**src/rtl/mrd_pkg.sv**
```systemverilog
// Shared types and constants for the mixed-radix DFT stage sequencer.
package mrd_pkg;

  typedef enum logic [1:0] {
    IDLE,
    ISSUE,
    DRAIN,
    DONE
  } state_t;

  localparam int unsigned NLANE     = 5;
  localparam logic [2:0]  RADIX_MIN = 3'd2;
  localparam logic [2:0]  RADIX_MAX = 3'd5;
  localparam int unsigned ADDR_W    = 11;

  typedef logic [NLANE-1:0][ADDR_W-1:0] addr5_t;

  function automatic logic radix_ok_f(input logic [2:0] radix);
    return (radix >= RADIX_MIN) && (radix <= RADIX_MAX);
  endfunction

  function automatic logic [NLANE-1:0] lane_mask_f(input logic [2:0] radix);
    case (radix)
      3'd2:    return 5'b00011;
      3'd3:    return 5'b00111;
      3'd4:    return 5'b01111;
      3'd5:    return 5'b11111;
      default: return '0;
    endcase
  endfunction

endpackage

```
**src/rtl/mrd_dly_line.sv**
```systemverilog
// Valid + payload shift register; exposes every stage valid bit so callers can tap or drain-check.
module mrd_dly_line #(
  parameter int unsigned DEPTH = 4,
  parameter int unsigned W     = 8
) (
  input  logic             clk_i,
  input  logic             rst_i,
  input  logic             in_val_i,
  input  logic [W-1:0]     in_data_i,
  output logic [DEPTH-1:0] vld_o,
  output logic [W-1:0]     out_data_o
);

  logic [DEPTH-1:0]        vld_q;
  logic [DEPTH-1:0][W-1:0] dat_q;

  always_ff @(posedge clk_i) begin
    if (rst_i) begin
      vld_q <= '0;
      dat_q <= '0;
    end else begin
      vld_q[0] <= in_val_i;
      dat_q[0] <= in_data_i;
      for (int unsigned i = 1; i < DEPTH; i++) begin
        vld_q[i] <= vld_q[i-1];
        dat_q[i] <= dat_q[i-1];
      end
    end
  end

  assign vld_o      = vld_q;
  assign out_data_o = dat_q[DEPTH-1];

endmodule

```
**src/rtl/mrd_rdx_ctrl.sv**
```systemverilog
// Mixed-radix DFT stage sequencer: issues per-lane read addresses and delayed write-back.
// Optional twiddle-index generation is enabled with `define MRD_CTRL_TWID_EN.
module mrd_rdx_ctrl
  import mrd_pkg::*;
#(
  parameter int unsigned wAddr   = 11,
  parameter int unsigned RD_LAT  = 1,
  parameter int unsigned ENG_LAT = 3
) (
  input  logic                          clk,
  input  logic                          rst,
  input  logic                          start,
  input  logic [2:0]                    cfg_radix,
  input  logic [wAddr-1:0]              cfg_ngroups,
  input  logic [wAddr-1:0]              cfg_stride,
`ifdef MRD_CTRL_TWID_EN
  input  logic [wAddr-1:0]              cfg_n,
  output logic [NLANE-1:0][wAddr-1:0]   tw_idx,
`endif
  input  logic                          stall,
  output logic                          busy,
  output logic                          done,
  output logic                          cfg_err,
  output logic                          rd_en,
  output logic [NLANE-1:0][wAddr-1:0]   rd_addr,
  output logic [NLANE-1:0]              lane_mask,
  output logic                          eng_in_val,
  output logic                          wr_en,
  output logic [NLANE-1:0][wAddr-1:0]   wr_addr
);

  localparam int unsigned WR_LAT = RD_LAT + ENG_LAT;

  state_t                      state_q, state_d;
  logic [wAddr-1:0]            ngrp_q;
  logic [wAddr-1:0]            g_q;
  logic [NLANE-1:0][wAddr-1:0] addr_q;
  logic [NLANE-1:0][wAddr-1:0] lane_off;
  logic [NLANE-1:0]            mask_q;
  logic                        cfg_err_q;
  logic                        accept, reject, pend;
  logic [WR_LAT-1:0]           wr_vld;

  assign accept = (state_q == IDLE) && start &&  radix_ok_f(cfg_radix);
  assign reject = (state_q == IDLE) && start && !radix_ok_f(cfg_radix);

  // Lane k start offset k*stride from shifts and one add.
  always_comb begin
    lane_off    = '0;
    lane_off[1] = cfg_stride;
    lane_off[2] = cfg_stride << 1;
    lane_off[3] = (cfg_stride << 1) + cfg_stride;
    lane_off[4] = cfg_stride << 2;
  end

  // Drain ends when the only remaining entry is the one writing back this cycle,
  // so DONE lands on the cycle right after the last write.
  assign pend = |wr_vld[WR_LAT-2:0];

  always_comb begin
    state_d = state_q;
    rd_en   = 1'b0;
    case (state_q)
      IDLE: begin
        if (accept) state_d = (cfg_ngroups == '0) ? DRAIN : ISSUE;
      end
      ISSUE: begin
        if (!stall) begin
          rd_en = 1'b1;
          if (g_q == ngrp_q - 1'b1) state_d = DRAIN;
        end
      end
      DRAIN: begin
        if (!pend) state_d = DONE;
      end
      DONE: begin
        state_d = IDLE;
      end
      default: state_d = IDLE;
    endcase
  end

  always_ff @(posedge clk) begin
    if (rst) begin
      state_q   <= IDLE;
      ngrp_q    <= '0;
      g_q       <= '0;
      addr_q    <= '0;
      mask_q    <= '0;
      cfg_err_q <= 1'b0;
    end else begin
      state_q   <= state_d;
      cfg_err_q <= reject;
      if (accept) begin
        ngrp_q <= cfg_ngroups;
        g_q    <= '0;
        addr_q <= lane_off;
        mask_q <= lane_mask_f(cfg_radix);
      end else if (rd_en) begin
        g_q <= g_q + 1'b1;
        for (int unsigned k = 0; k < NLANE; k++) addr_q[k] <= addr_q[k] + 1'b1;
      end
    end
  end

  mrd_dly_line #(
    .DEPTH (WR_LAT),
    .W     (NLANE*wAddr)
  ) u_wr_dly (
    .clk_i      (clk),
    .rst_i      (rst),
    .in_val_i   (rd_en),
    .in_data_i  (addr_q),
    .vld_o      (wr_vld),
    .out_data_o (wr_addr)
  );

`ifdef MRD_CTRL_TWID_EN
  logic [wAddr-1:0]            cfg_n_q;
  logic [NLANE-1:0][wAddr-1:0] tw_q, tw_d;
  logic [NLANE-1:0][wAddr:0]   tw_sum;
  logic [RD_LAT-1:0]           tw_vld;

  // Per-lane modular accumulator: tw[k] steps by k and wraps by one subtraction.
  always_comb begin
    tw_d   = tw_q;
    tw_sum = '0;
    for (int unsigned k = 0; k < NLANE; k++) begin
      tw_sum[k] = {1'b0, tw_q[k]} + (wAddr+1)'(k);
      if (tw_sum[k] >= {1'b0, cfg_n_q}) tw_sum[k] = tw_sum[k] - {1'b0, cfg_n_q};
      tw_d[k] = tw_sum[k][wAddr-1:0];
    end
  end

  always_ff @(posedge clk) begin
    if (rst) begin
      cfg_n_q <= '0;
      tw_q    <= '0;
    end else if (accept) begin
      cfg_n_q <= cfg_n;
      tw_q    <= '0;
    end else if (rd_en) begin
      tw_q <= tw_d;
    end
  end

  mrd_dly_line #(
    .DEPTH (RD_LAT),
    .W     (NLANE*wAddr)
  ) u_tw_dly (
    .clk_i      (clk),
    .rst_i      (rst),
    .in_val_i   (rd_en),
    .in_data_i  (tw_q),
    .vld_o      (tw_vld),
    .out_data_o (tw_idx)
  );

  assign eng_in_val = tw_vld[RD_LAT-1];
`else
  assign eng_in_val = wr_vld[RD_LAT-1];
`endif

  assign busy      = (state_q != IDLE);
  assign done      = (state_q == DONE);
  assign cfg_err   = cfg_err_q;
  assign rd_addr   = addr_q;
  assign lane_mask = mask_q;
  assign wr_en     = wr_vld[WR_LAT-1];

endmodule

```
**config.mk**
```make
export PLATFORM = sky130hd
export DESIGN_NAME = mrd_rdx_ctrl
export DESIGN_NICKNAME = d
export VERILOG_FILES = /design/src/rtl/mrd_pkg.sv /design/src/rtl/mrd_dly_line.sv /design/src/rtl/mrd_rdx_ctrl.sv
export SDC_FILE = /design/constraint.sdc
export NUM_CORES = 1
export LEC_CHECK = 0
export ABC_AREA = 1
export CORE_UTILIZATION = 50
export CTS_CLUSTER_DIAMETER = 150
export DETAILED_ROUTE_END_ITERATION = 8
export GPL_TIMING_DRIVEN = 0
export PLACE_DENSITY = 0.85
export SETUP_SLACK_MARGIN = 0.15
export SLEW_MARGIN = 5
export SYNTH_ARGS = -nofsm -noshare
export SYNTH_HDL_FRONTEND = slang
export SYNTH_HIERARCHICAL = 1
export SYNTH_SLANG_ARGS = --single-unit
```
**constraint.sdc**
```tcl
create_clock -name clk -period 1.8 [get_ports clk]
set_clock_uncertainty 0.05 [all_clocks]
set_input_delay 0.27 -clock clk [delete_from_list [all_inputs] [get_ports clk]]
set_output_delay 0.27 -clock clk [all_outputs]
set_load 0.02 [all_outputs]
```
==> results of run 1 <==
report_power, final:
part	switching [mW]	leakage [nW]	internal, mW
logic	1.89	3.74	1.40
registers	0.369	2.51	7.17
clock network	2.50	0.441	3.40
stage by stage:
stage / total power [mW] / util [%] / instance area, sq um
after global routing: 17.3 / 69.1 / 15700
after CTS: 16.1 / 66.4 / 15100
final: 16.7 / 69.1 / 15700
after floorplan: 8.98 / - / 11700
after global placement: 9.81 / 59.4 / 13500
after detailed placement: 9.88 / 59.4 / 13500
synth_stat cells, drive strengths merged:
cell     count
nand3b       1
nor2       291
ha          21
and3         1
dfxtp      308
inv        312
a21oi       57
a21o         4
nand3       52
fa           1
o22ai        8
nor3b        3
o21bai       1
o21a         2
nand4       10
nand2      161
o21ai       44
o2bb2ai      1
a31oi       22
xnor2        7
xor2        16
clkbuf      10
buf         90
xnor3        1
or2          8
o31ai        1
nor4         3
nor3        10
cell type report:
type | count | area [sq um] | area share (%)
Inverter | 312 | 1210 | 7.70
Tap cell | 285 | 357 | 2.27
Sequential cell | 308 | 6220 | 39.6
Clock buffer | 41 | 811 | 5.17
Buffer | 100 | 907 | 5.78
Clock inverter | 7 | 98.8 | 0.630
Multi-Input combinational cell | 726 | 4180 | 26.7
Timing Repair Buffer | 194 | 1910 | 12.2
repair_timing:
action                                  CTS  global route
setup buffers                            26            13
endpoints found under the setup margin  204           114
gates cloned                              2             5
gates resized for setup                 363           170
hold endpoints to repair                  0             0
pin swaps                                43            33
per-layer routing:
| layer | global-route usage, % | wire length [microns] | share of wire (%) | vias up |
|---|---|---|---|---|
| li1 | - | - | - | 4721 |
| met1 | 26.2 | 11500 | 37 | 4396 |
| met2 | 39.6 | 14800 | 48 | 569 |
| met3 | 4.82 | 2610 | 8.5 | 170 |
| met4 | 12.8 | 1780 | 5.8 | 0 |
| met5 | 0 | 0 | 0 | - |
kinds of logic (layout without fill, tap and decap cells):
group | count (synthesis) | count (layout) | synth area share, %
buffers and inverters | 412 | 654 | 16.5
XOR/XNOR | 24 | 24 | 1.93
adder cells (fa/ha/maj) | 22 | 22 | 2.43
AND/OR/NAND/NOR | 540 | 540 | 19.5
AO/OA/AOI/OAI | 140 | 140 | 6.56
flip-flops | 308 | 308 | 53.1
sequential cells by signal (all words and copies together), names as in the netlist:
signal               flops
u_wr_dly/out_data_o     55
lane_mask                4
state_q                  2
g_q                     11
rd_addr                 55
cfg_err                  1
ngrp_q                  11
u_wr_dly/dat_q         165
u_wr_dly/vld_o           4
path summary, 6_finish.rpt:
kind | to | startpoint | slack [ps] | depth (start not counted)
hold reg to reg | u_wr_dly/dat_q[125]$_SDFF_PP0_ | u_wr_dly/dat_q[70]$_SDFF_PP0_ | 330 | 2
setup reg to reg | state_q[1]$_SDFFE_PP0P_ | state_q[1]$_SDFFE_PP0P_ | -330 | 15
setup / recovery | state_q[1]$_SDFFE_PP0P_ | state_q[1]$_SDFFE_PP0P_ | -330 | 15
hold / removal | u_wr_dly/out_data_o[54]$_SDFF_PP0_ | rst | 100 | 3
worst max-delay path: cells and delay by family (launching register included):
kind	cells	cell delay (ps)
adders and majority gates	1	160
buffers and inverters	3	240
DFF	1	360
and+or+nand+nor	11	1240
==> out/metrics.yaml, run 1 <==
fillers: 1636
cp.required_ps: 2230
antenna_found_initial: 0
drtPass1Iterations: 6
hpwl_mm: 18.1
worstSkewPairLatency_ps: 550
antenna_cells: 0
violations: "negative setup slack"
p_leak_nw: 6.68
cts_tree: "done"
grt_pass1_vias: 9011
syn_to_final_growth_pct: 35.0
die-area_sq_um: 23900
syn_inst: 1446
yosys-top-cells-area: "dfxtp_1, inv_1, nor2_1"
root_buffer: "clkbuf_16"
tightestPinTransition_ps: 727
vias_per_cell: 5.00
syn_area_per_cell_sq_um: 8.04
crit_chain: "inv_4 > buf_4 > ha_4 > nand2_4 > inv_4 > nand2_4 > nand2_2 > nand2_1 > nor2_1 > nand2_1 > nor2_1 > nand4_1 > nand3_1 > nand2_1 > nor2_1"
first_iter_violations: 864
synth.top_cell.area_share_pct: 53.1
synth_nets: 1497
seq_area_frac_synth_pct: 53.1
ys_seq_elements: 308
critical-path-max-stage-delay_ps: 360
slew-limit-headroom_pct: 51.5
grt-ovfl-total: 0
die_y_microns: 154
timing.hold.ws_ps: 103
num_rows: 55
cts_sinks: 308
dp.cells: 1879
cp.arrival_ps: 2560
startpoint_type: "register"
core-area_sq_um: 22700
drc: 0
grt_use_total_pct: 22.8
cts_max_path_buffers: 3
final_common_cell: "inv_1"
final_max_slew_viol_count: 0
setup_viol: 48
start_util_pct: 51.2
yosys_warnings: 6
final_cell_mix: "inv_1, dfxtp_1, nor2_1"
rsz0062_at_grt: "yes"
outcome: "complete, but fails checks"
pwr_density_cell_nw_per_um2: 1070
clk_pin_slew_ps: 70
hold_viol: 0
finalNetCount: 1722
die_x_microns: 154
final_cells: 1973
tns_ps: -4210
maxCapViolCount: 0
vias: 9856
wirelength_mm: 30.7
wire_per_inst_microns: 15.6
timing.final.crit_share_pct: 118
synth_area_leader_cell: "dfxtp_1"
ir_drop_uv: 847
final_antenna_net_count: 0
cp_max_fo: 4
syn_area_sq_um: 11600
grt_pass1_wl_mm: 43.7
grt_max_degree: 15
fin_ws_ps: -330
fmax_ghz: 0.469
post-place-ws_ps: -697
ios: 150
netlist-cell-type-count: 40
holdBufCountCts: 0
gp_congestion: 0.887
io_buffers: 148
cts_buffers: 29
fin_crit_ps: 2130
criticalPathCategory: "reg -> reg"
hp-class: "in -> reg"
drive_gt1_share_pct: 23.8
htree_levels: 1
cp-end-kind: "register"
crit_slowest_cell: "dfxtp_4"
(Power assumes the default switching activity.)
==> run 2, diff against run 1 <==
--- a/config.mk
+++ b/config.mk
@@ -10,6 +10,7 @@
 export CTS_CLUSTER_DIAMETER = 150
 export DETAILED_ROUTE_END_ITERATION = 8
 export GPL_TIMING_DRIVEN = 0
+export HOLD_SLACK_MARGIN = 0.15
 export PLACE_DENSITY = 0.85
 export SETUP_SLACK_MARGIN = 0.15
 export SLEW_MARGIN = 5
==> out/metrics.yaml, run 2 (synthesized netlist as in run 1, its figures left out) <==
slew-limit-headroom_pct: 50.5  # was 51.5%
cts_buffers: 29  # unchanged
ios: 150  # unchanged
comb_power_share_pct: 19.7  # about the same
final_common_cell: "inv_1"  # unchanged
syn_to_final_growth_pct: 35.1  # was 35.0%
internal_power_mw: 12.0  # about the same
htree_levels: 1  # unchanged
start_util_pct: 51.2  # unchanged
core-area_sq_um: 22700  # unchanged
grt_pass1_wl_mm: 43.8  # was 43.7 mm
wirelength_mm: 30.7  # about the same
outcome: "complete, but fails checks"  # unchanged
cts_max_path_buffers: 3  # unchanged
timing.final.crit_share_pct: 117  # was 118%
seq_power_share_pct: 45.0  # about the same
cp_max_fo: 4  # unchanged
design_area_sq_um: 15700  # about the same
timing.hold.ws_ps: 235  # was 103 ps
hpwl_mm: 18.1  # unchanged
antenna_found_initial: 1  # was 0
clkPwrFrac_pct: 35.3  # about the same
p_leak_nw: 6.69  # was 6.68 nW
tightestPinTransition_ps: 742  # was 727 ps
root_buffer: "clkbuf_16"  # unchanged
p_sw_mw: 4.77  # was 4.76 mW
grt_max_degree: 15  # unchanged
drive_gt1_share_pct: 23.7  # was 23.8%
vias: 9805  # was 9856
setup_viol: 47  # was 48
pwr_density_cell_nw_per_um2: 1070  # about the same
criticalPathCategory: "reg -> reg"  # unchanged
gp_congestion: 0.887  # unchanged
r2r-start: "state_q[1]$_SDFFE_PP0P_"  # unchanged
final_antenna_net_count: 0  # unchanged
hold_viol: 0  # unchanged
grt_pass1_vias: 9014  # was 9011
post-place-ws_ps: -697  # unchanged
r2r.worst_path.cells: 15  # unchanged
r2r_end: "state_q[1]$_SDFFE_PP0P_"  # unchanged
clk_pin_slew_ps: 70  # about the same
drc: 0  # unchanged
cp.arrival_ps: 2540  # was 2560 ps
maxCapViolCount: 0  # unchanged
grt_use_total_pct: 22.8  # about the same
cp-end-kind: "register"  # unchanged
fmax_ghz: 0.473  # was 0.469 GHz
critical-path-max-stage-delay_ps: 360  # about the same
cts_sinks: 308  # unchanged
largest_reg_flops: 165  # unchanged
cts_tree: "done"  # unchanged
vias_per_cell: 4.97  # was 5.00
ir_drop_uv: 840  # was 847 uV
num_rows: 55  # unchanged
p_sw_share_pct: 28.5  # about the same
finalNetCount: 1723  # was 1722
wire_per_inst_microns: 15.6  # about the same
dpl_cell_area_sq_um: 13500  # unchanged
final_max_slew_viol_count: 0  # unchanged
crit_slowest_cell: "dfxtp_4"  # unchanged
die_x_microns: 154  # unchanged
rsz0062_at_grt: "yes"  # unchanged
worstSkewPairLatency_ps: 550  # about the same
startpoint_type: "register"  # unchanged
die-area_sq_um: 23900  # unchanged
cp-startpoint: "state_q[1]$_SDFFE_PP0P_"  # unchanged
final_cell_mix: "inv_1, dfxtp_1, nor2_1"  # unchanged
antenna_cells: 0  # unchanged
cp-endpoint: "state_q[1]$_SDFFE_PP0P_"  # unchanged
violations: "negative setup slack"  # unchanged
fin_crit_ps: 2110  # was 2130 ps
io_buffers: 148  # unchanged
hp-class: "in -> reg"  # unchanged
crit_chain: "inv_4 > buf_4 > ha_4 > nand2_4 > inv_4 > nand2_4 > nand2_2 > nand2_1 > nor2_1 > nand2_1 > nor2_1 > nand4_1 > nand3_1 > nand2_1 > nor2_1"  # unchanged
die_y_microns: 154  # unchanged
regMostFlops: "u_wr_dly/dat_q"  # unchanged
cp.required_ps: 2230  # about the same
r2r_setup_slack_ps: -310  # was -330 ps
fin_ws_ps: -315  # was -330 ps
first_iter_violations: 805  # was 864
grt-ovfl-total: 0  # unchanged
drtPass1Iterations: 6  # unchanged
## run 2: cell count changes in the layout (fill, tap and decap cells not counted)
| cell | change |
|---|---|
| dlygate4sd3_1 | +1 |
## run 2: metrics by stage
step / power [mW] / std cells / utilization [%] / setup TNS, ps
6_report: 16.7 / 1974 / 69.2 / -4260
4_1_cts: 16.1 / 1956 / 66.5 / -1070
5_1_grt: 17.3 / 1974 / 69.2 / -7070
3_3_place_gp: 9.81 / 1879 / 59.4 / -24150
2_1_floorplan: 8.98 / 1446 / - / 0
3_5_place_dp: 9.88 / 1879 / 59.4 / -28310
## run 2: worst min-delay path by stage
stage	cells past startpoint	slack, ps	endpoint	from
after global routing	3	270	ngrp_q[10]$_SDFFE_PP0P_	cfg_ngroups[10]
after global placement	2	340	u_wr_dly/dat_q[95]$_SDFF_PP0_	u_wr_dly/dat_q[40]$_SDFF_PP0_
final	3	240	ngrp_q[10]$_SDFFE_PP0P_	cfg_ngroups[10]
after floorplan	2	330	ngrp_q[7]$_SDFFE_PP0P_	cfg_ngroups[7]
after CTS	4	190	ngrp_q[10]$_SDFFE_PP0P_	rst
after detailed placement	2	340	u_wr_dly/dat_q[95]$_SDFF_PP0_	u_wr_dly/dat_q[40]$_SDFF_PP0_
## run 2: cell type report
cell class	count	area, sq um
sequential	308	6220
multi-input combinational	726	4180
tap	285	357
clock buffer	41	811
clock inverter	7	98.8
timing repair buffer	195	1920
buffer	100	907
inverter	312	1210
fill	1635	7010
## run 2: critical path, delay by kind of cell (launching register included)
kind,cells,cell delay (ps)
adders and majority gates,1,160
buffers and inverters,3,240
DFF,1,360
and+or+nand+nor,11,1240
## run 2: layer usage
metal	GRT usage [%]	part of all wire [%]	vias up
met4	12.8	5.8	0
met2	39.6	49	529
met3	4.82	8.2	171
met5	0	0	-
li1	-	-	4720
met1	26.2	37	4385
## run 2: power groups by stage
stage	logic [mW]	clock network, mW	registers [mW]
3_3_place_gp	2.22	0	7.58
3_5_place_dp	2.28	0	7.60
6_report	3.29	5.91	7.54
5_1_grt	3.49	6.28	7.55
4_1_cts	2.69	5.91	7.48
2_1_floorplan	1.30	0	7.68
## run 2: repair_timing
| item | in CTS | in global routing |
|---|---|---|
| hold buffers | 1 | 0 |
| buffers inserted | 26 | 13 |
| endpoints found under the hold margin | 29 | 0 |
| setup endpoints to repair | 204 | 114 |
| gates cloned | 2 | 5 |
| pin swaps | 43 | 33 |
| gates resized for setup | 363 | 170 |
==> run 3, diff against run 2 <==
--- a/config.mk
+++ b/config.mk
@@ -6,7 +6,10 @@
 export NUM_CORES = 1
 export LEC_CHECK = 0
 export ABC_AREA = 1
-export CORE_UTILIZATION = 50
+export CELL_PAD_IN_SITES_DETAIL_PLACEMENT = 1
+export CELL_PAD_IN_SITES_GLOBAL_PLACEMENT = 1
+export CORE_ASPECT_RATIO = 0.75
+export CORE_UTILIZATION = 37
 export CTS_CLUSTER_DIAMETER = 150
 export DETAILED_ROUTE_END_ITERATION = 8
 export GPL_TIMING_DRIVEN = 0
==> out/metrics.yaml, run 3 (synthesized netlist as in run 1, its figures left out) <==
rsz0062_at_grt: "yes"  # unchanged
seq_power_share_pct: 41.9  # was 45.0%
cp.required_ps: 2160  # was 2230 ps
design_area_sq_um: 16600  # was 15700 sq um
num_rows: 55  # unchanged
die-area_sq_um: 32100  # was 23900 sq um
pwr_density_cell_nw_per_um2: 1080  # was 1070 nW/um^2
finalNetCount: 1760  # was 1723
syn_to_final_growth_pct: 43.2  # was 35.1%
p_sw_mw: 5.39  # was 4.77 mW
r2r.worst_path.cells: 8  # was 15
hp-class: "in -> reg"  # unchanged
regMostFlops: "u_wr_dly/dat_q"  # unchanged
first_iter_violations: 573  # was 805
hold_end: "rd_addr[11]$_SDFFE_PP0P_"  # was ngrp_q[10]$_SDFFE_PP0P_
die_x_microns: 207  # was 154 microns
cp.arrival_ps: 2500  # was 2540 ps
dpl_cell_area_sq_um: 13600  # was 13500 sq um
crit_family: "simple AND/OR/NAND/NOR gates"  # unchanged
p_leak_nw: 6.92  # was 6.69 nW
dp.cells: 1993  # was 1879
cp-startpoint: "rd_addr[12]$_SDFFE_PP0P_"  # was state_q[1]$_SDFFE_PP0P_
drive_gt1_share_pct: 29.9  # was 23.7%
final_common_cell: "inv_1"  # unchanged
maxCapViolCount: 0  # unchanged
startpoint_type: "register"  # unchanged
comb_power_share_pct: 21.8  # was 19.7%
setup_viol: 77  # was 47
final_antenna_net_count: 0  # unchanged
ir_drop_uv: 681  # was 840 uV
crit_buf_inv: 0  # was 3
crit_chain: "and3_1 > nand2_1 > nor2_1 > nand3_1 > nor2_1 > a21oi_1 > o21ai_0 > a31oi_1"  # was inv_4 > buf_4 > ha_4 > nand2_4 > inv_4 > nand2_4 > nand2_2 > nand2_1 > nor2_1 > nand2_1 > nor2_1 > nand4_1 > nand3_1 > nand2_1 > nor2_1
hpwl_mm: 23.1  # was 18.1 mm
cts_sinks: 308  # unchanged
r2r_end: "rd_addr[20]$_SDFFE_PP0P_"  # was state_q[1]$_SDFFE_PP0P_
criticalPathCategory: "reg -> reg"  # unchanged
tightestPinTransition_ps: 973  # was 742 ps
final_cell_mix: "inv_1, dfxtp_1, nor2_1"  # unchanged
wire_per_inst_microns: 19.5  # was 15.6 microns
grt_pass1_wl_mm: 54.5  # was 43.8 mm
hold_viol: 0  # unchanged
die_y_microns: 155  # was 154 microns
drc: 8  # was 0
critical-path-max-stage-delay_ps: 450  # was 360 ps
critPathMostFrequentCell: "nor2_1"
fillers: 3519  # was 1635
clk_pin_slew_ps: 70  # about the same
antenna_found_initial: 0  # was 1
grt-ovfl-total: 0  # unchanged
cp_max_fo: 5  # was 4
r2r_setup_slack_ps: -340  # was -310 ps
hold_start: "cfg_stride[0]"  # was cfg_ngroups[10]
slew-limit-headroom_pct: 35.1  # was 50.5%
worstSkewPairLatency_ps: 580  # was 550 ps
crit_slowest_cell: "dfxtp_2"  # was dfxtp_4
cts_max_path_buffers: 3  # unchanged
grt_max_degree: 17  # was 15
core-area_sq_um: 30600  # was 22700 sq um
p_sw_share_pct: 29.8  # was 28.5%
grt_use_total_pct: 21.7  # was 22.8%
grt_pass1_vias: 10383  # was 9014
fin_crit_ps: 2140  # was 2110 ps
timing.final.crit_share_pct: 119  # was 117%
ios: 150  # unchanged
root_buffer: "clkbuf_16"  # unchanged
vias_per_cell: 4.85  # was 4.97
final_cells: 2130  # was 1974
min_path_cells: 3  # unchanged
internal_power_mw: 12.7  # was 12.0 mW
fin_ws_ps: -343  # was -315 ps
gp_congestion: 0.897  # was 0.887
violations: "design-rule violations, negative setup slack"  # was negative setup slack
r2r-start: "rd_addr[12]$_SDFFE_PP0P_"  # was state_q[1]$_SDFFE_PP0P_
wirelength_mm: 41.5  # was 30.7 mm
largest_reg_flops: 165  # unchanged
fmax_ghz: 0.467  # was 0.473 GHz
cts_tree: "done"  # unchanged
start_util_pct: 38.0  # was 51.2%
cts_buffers: 30  # was 29
io_buffers: 148  # unchanged
antenna_cells: 0  # unchanged
cp-end-kind: "register"  # unchanged
htree_levels: 1  # unchanged
outcome: "complete, but fails checks"  # unchanged
final_max_slew_viol_count: 0  # unchanged
drtPass1Iterations: 7  # was 6
vias: 10335  # was 9805
timing.hold.ws_ps: 226  # was 235 ps
clkPwrFrac_pct: 36.3  # was 35.3%
-- run 3: routing by layer --
layer,up-vias,GRT usage (%),wire length (microns)
met5,-,0,0
met4,0,7.11,1800
met3,132,3.69,2450
met2,376,38.0,20300
met1,5026,26.9,17000
li1,4801,-,-
-- run 3: final cells by class --
cell class | instances | area (sq um) | area share (%)
Inverter | 312 | 1210 | 7.27
Tap cell | 399 | 499 | 3.00
Buffer | 100 | 942 | 5.66
Sequential cell | 308 | 6230 | 37.4
Timing Repair Buffer | 231 | 2310 | 13.9
Clock inverter | 11 | 163 | 0.977
Multi-Input combinational cell | 726 | 4420 | 26.5
Clock buffer | 43 | 870 | 5.22
-- run 3: worst register-to-register path: cells and delay by family, from the launching register on --
| kind | cells | cell delay [ps] |
|---|---|---|
| DFF | 1 | 450 |
| AOI/OAI and AO/OA | 3 | 340 |
| and+or+nand+nor | 5 | 1150 |
-- run 3: through the flow --
stage               util [%]  TNS [ps]  setup WS, ps  total power [mW]
finish                  54.5    -10790          -343              18.1
CTS                     51.8     -1060          -183              17.2
global placement        44.6    -31620          -710              9.90
global route            54.5    -14500          -414              18.6
floorplan                  -         0           132              8.98
detailed placement      44.6    -36500          -826              10.0
-- run 3: worst max path at each step --
stage / to / slack [ps] / cells after the start
floorplan: rd_addr[10]$_SDFFE_PP0P_ / 130 / 13
global placement: rd_en / -710 / 5
detailed placement: rd_addr[40]$_SDFFE_PP0P_ / -830 / 9
CTS: rd_addr[10]$_SDFFE_PP0P_ / -180 / 13
global route: rd_addr[20]$_SDFFE_PP0P_ / -410 / 8
finish: rd_addr[20]$_SDFFE_PP0P_ / -340 / 8
-- run 3: repair_timing --
item                       in CTS  in global routing
hold buffers                    1                  0
setup endpoints to repair     204                153
buffers inserted               54                 20
hold endpoints to repair        3                  0
cloned                          2                  6
gates resized for setup       473                228
pin swaps                      55                 55
-- run 3: power groups by stage --
stage / Combinational, mW / Sequential [mW] / Clock (mW)
floorplan: 1.30 / 7.68 / 0
global placement: 2.30 / 7.60 / 0
detailed placement: 2.40 / 7.61 / 0
CTS: 3.12 / 7.51 / 6.58
global route: 4.11 / 7.58 / 6.93
finish: 3.93 / 7.57 / 6.56
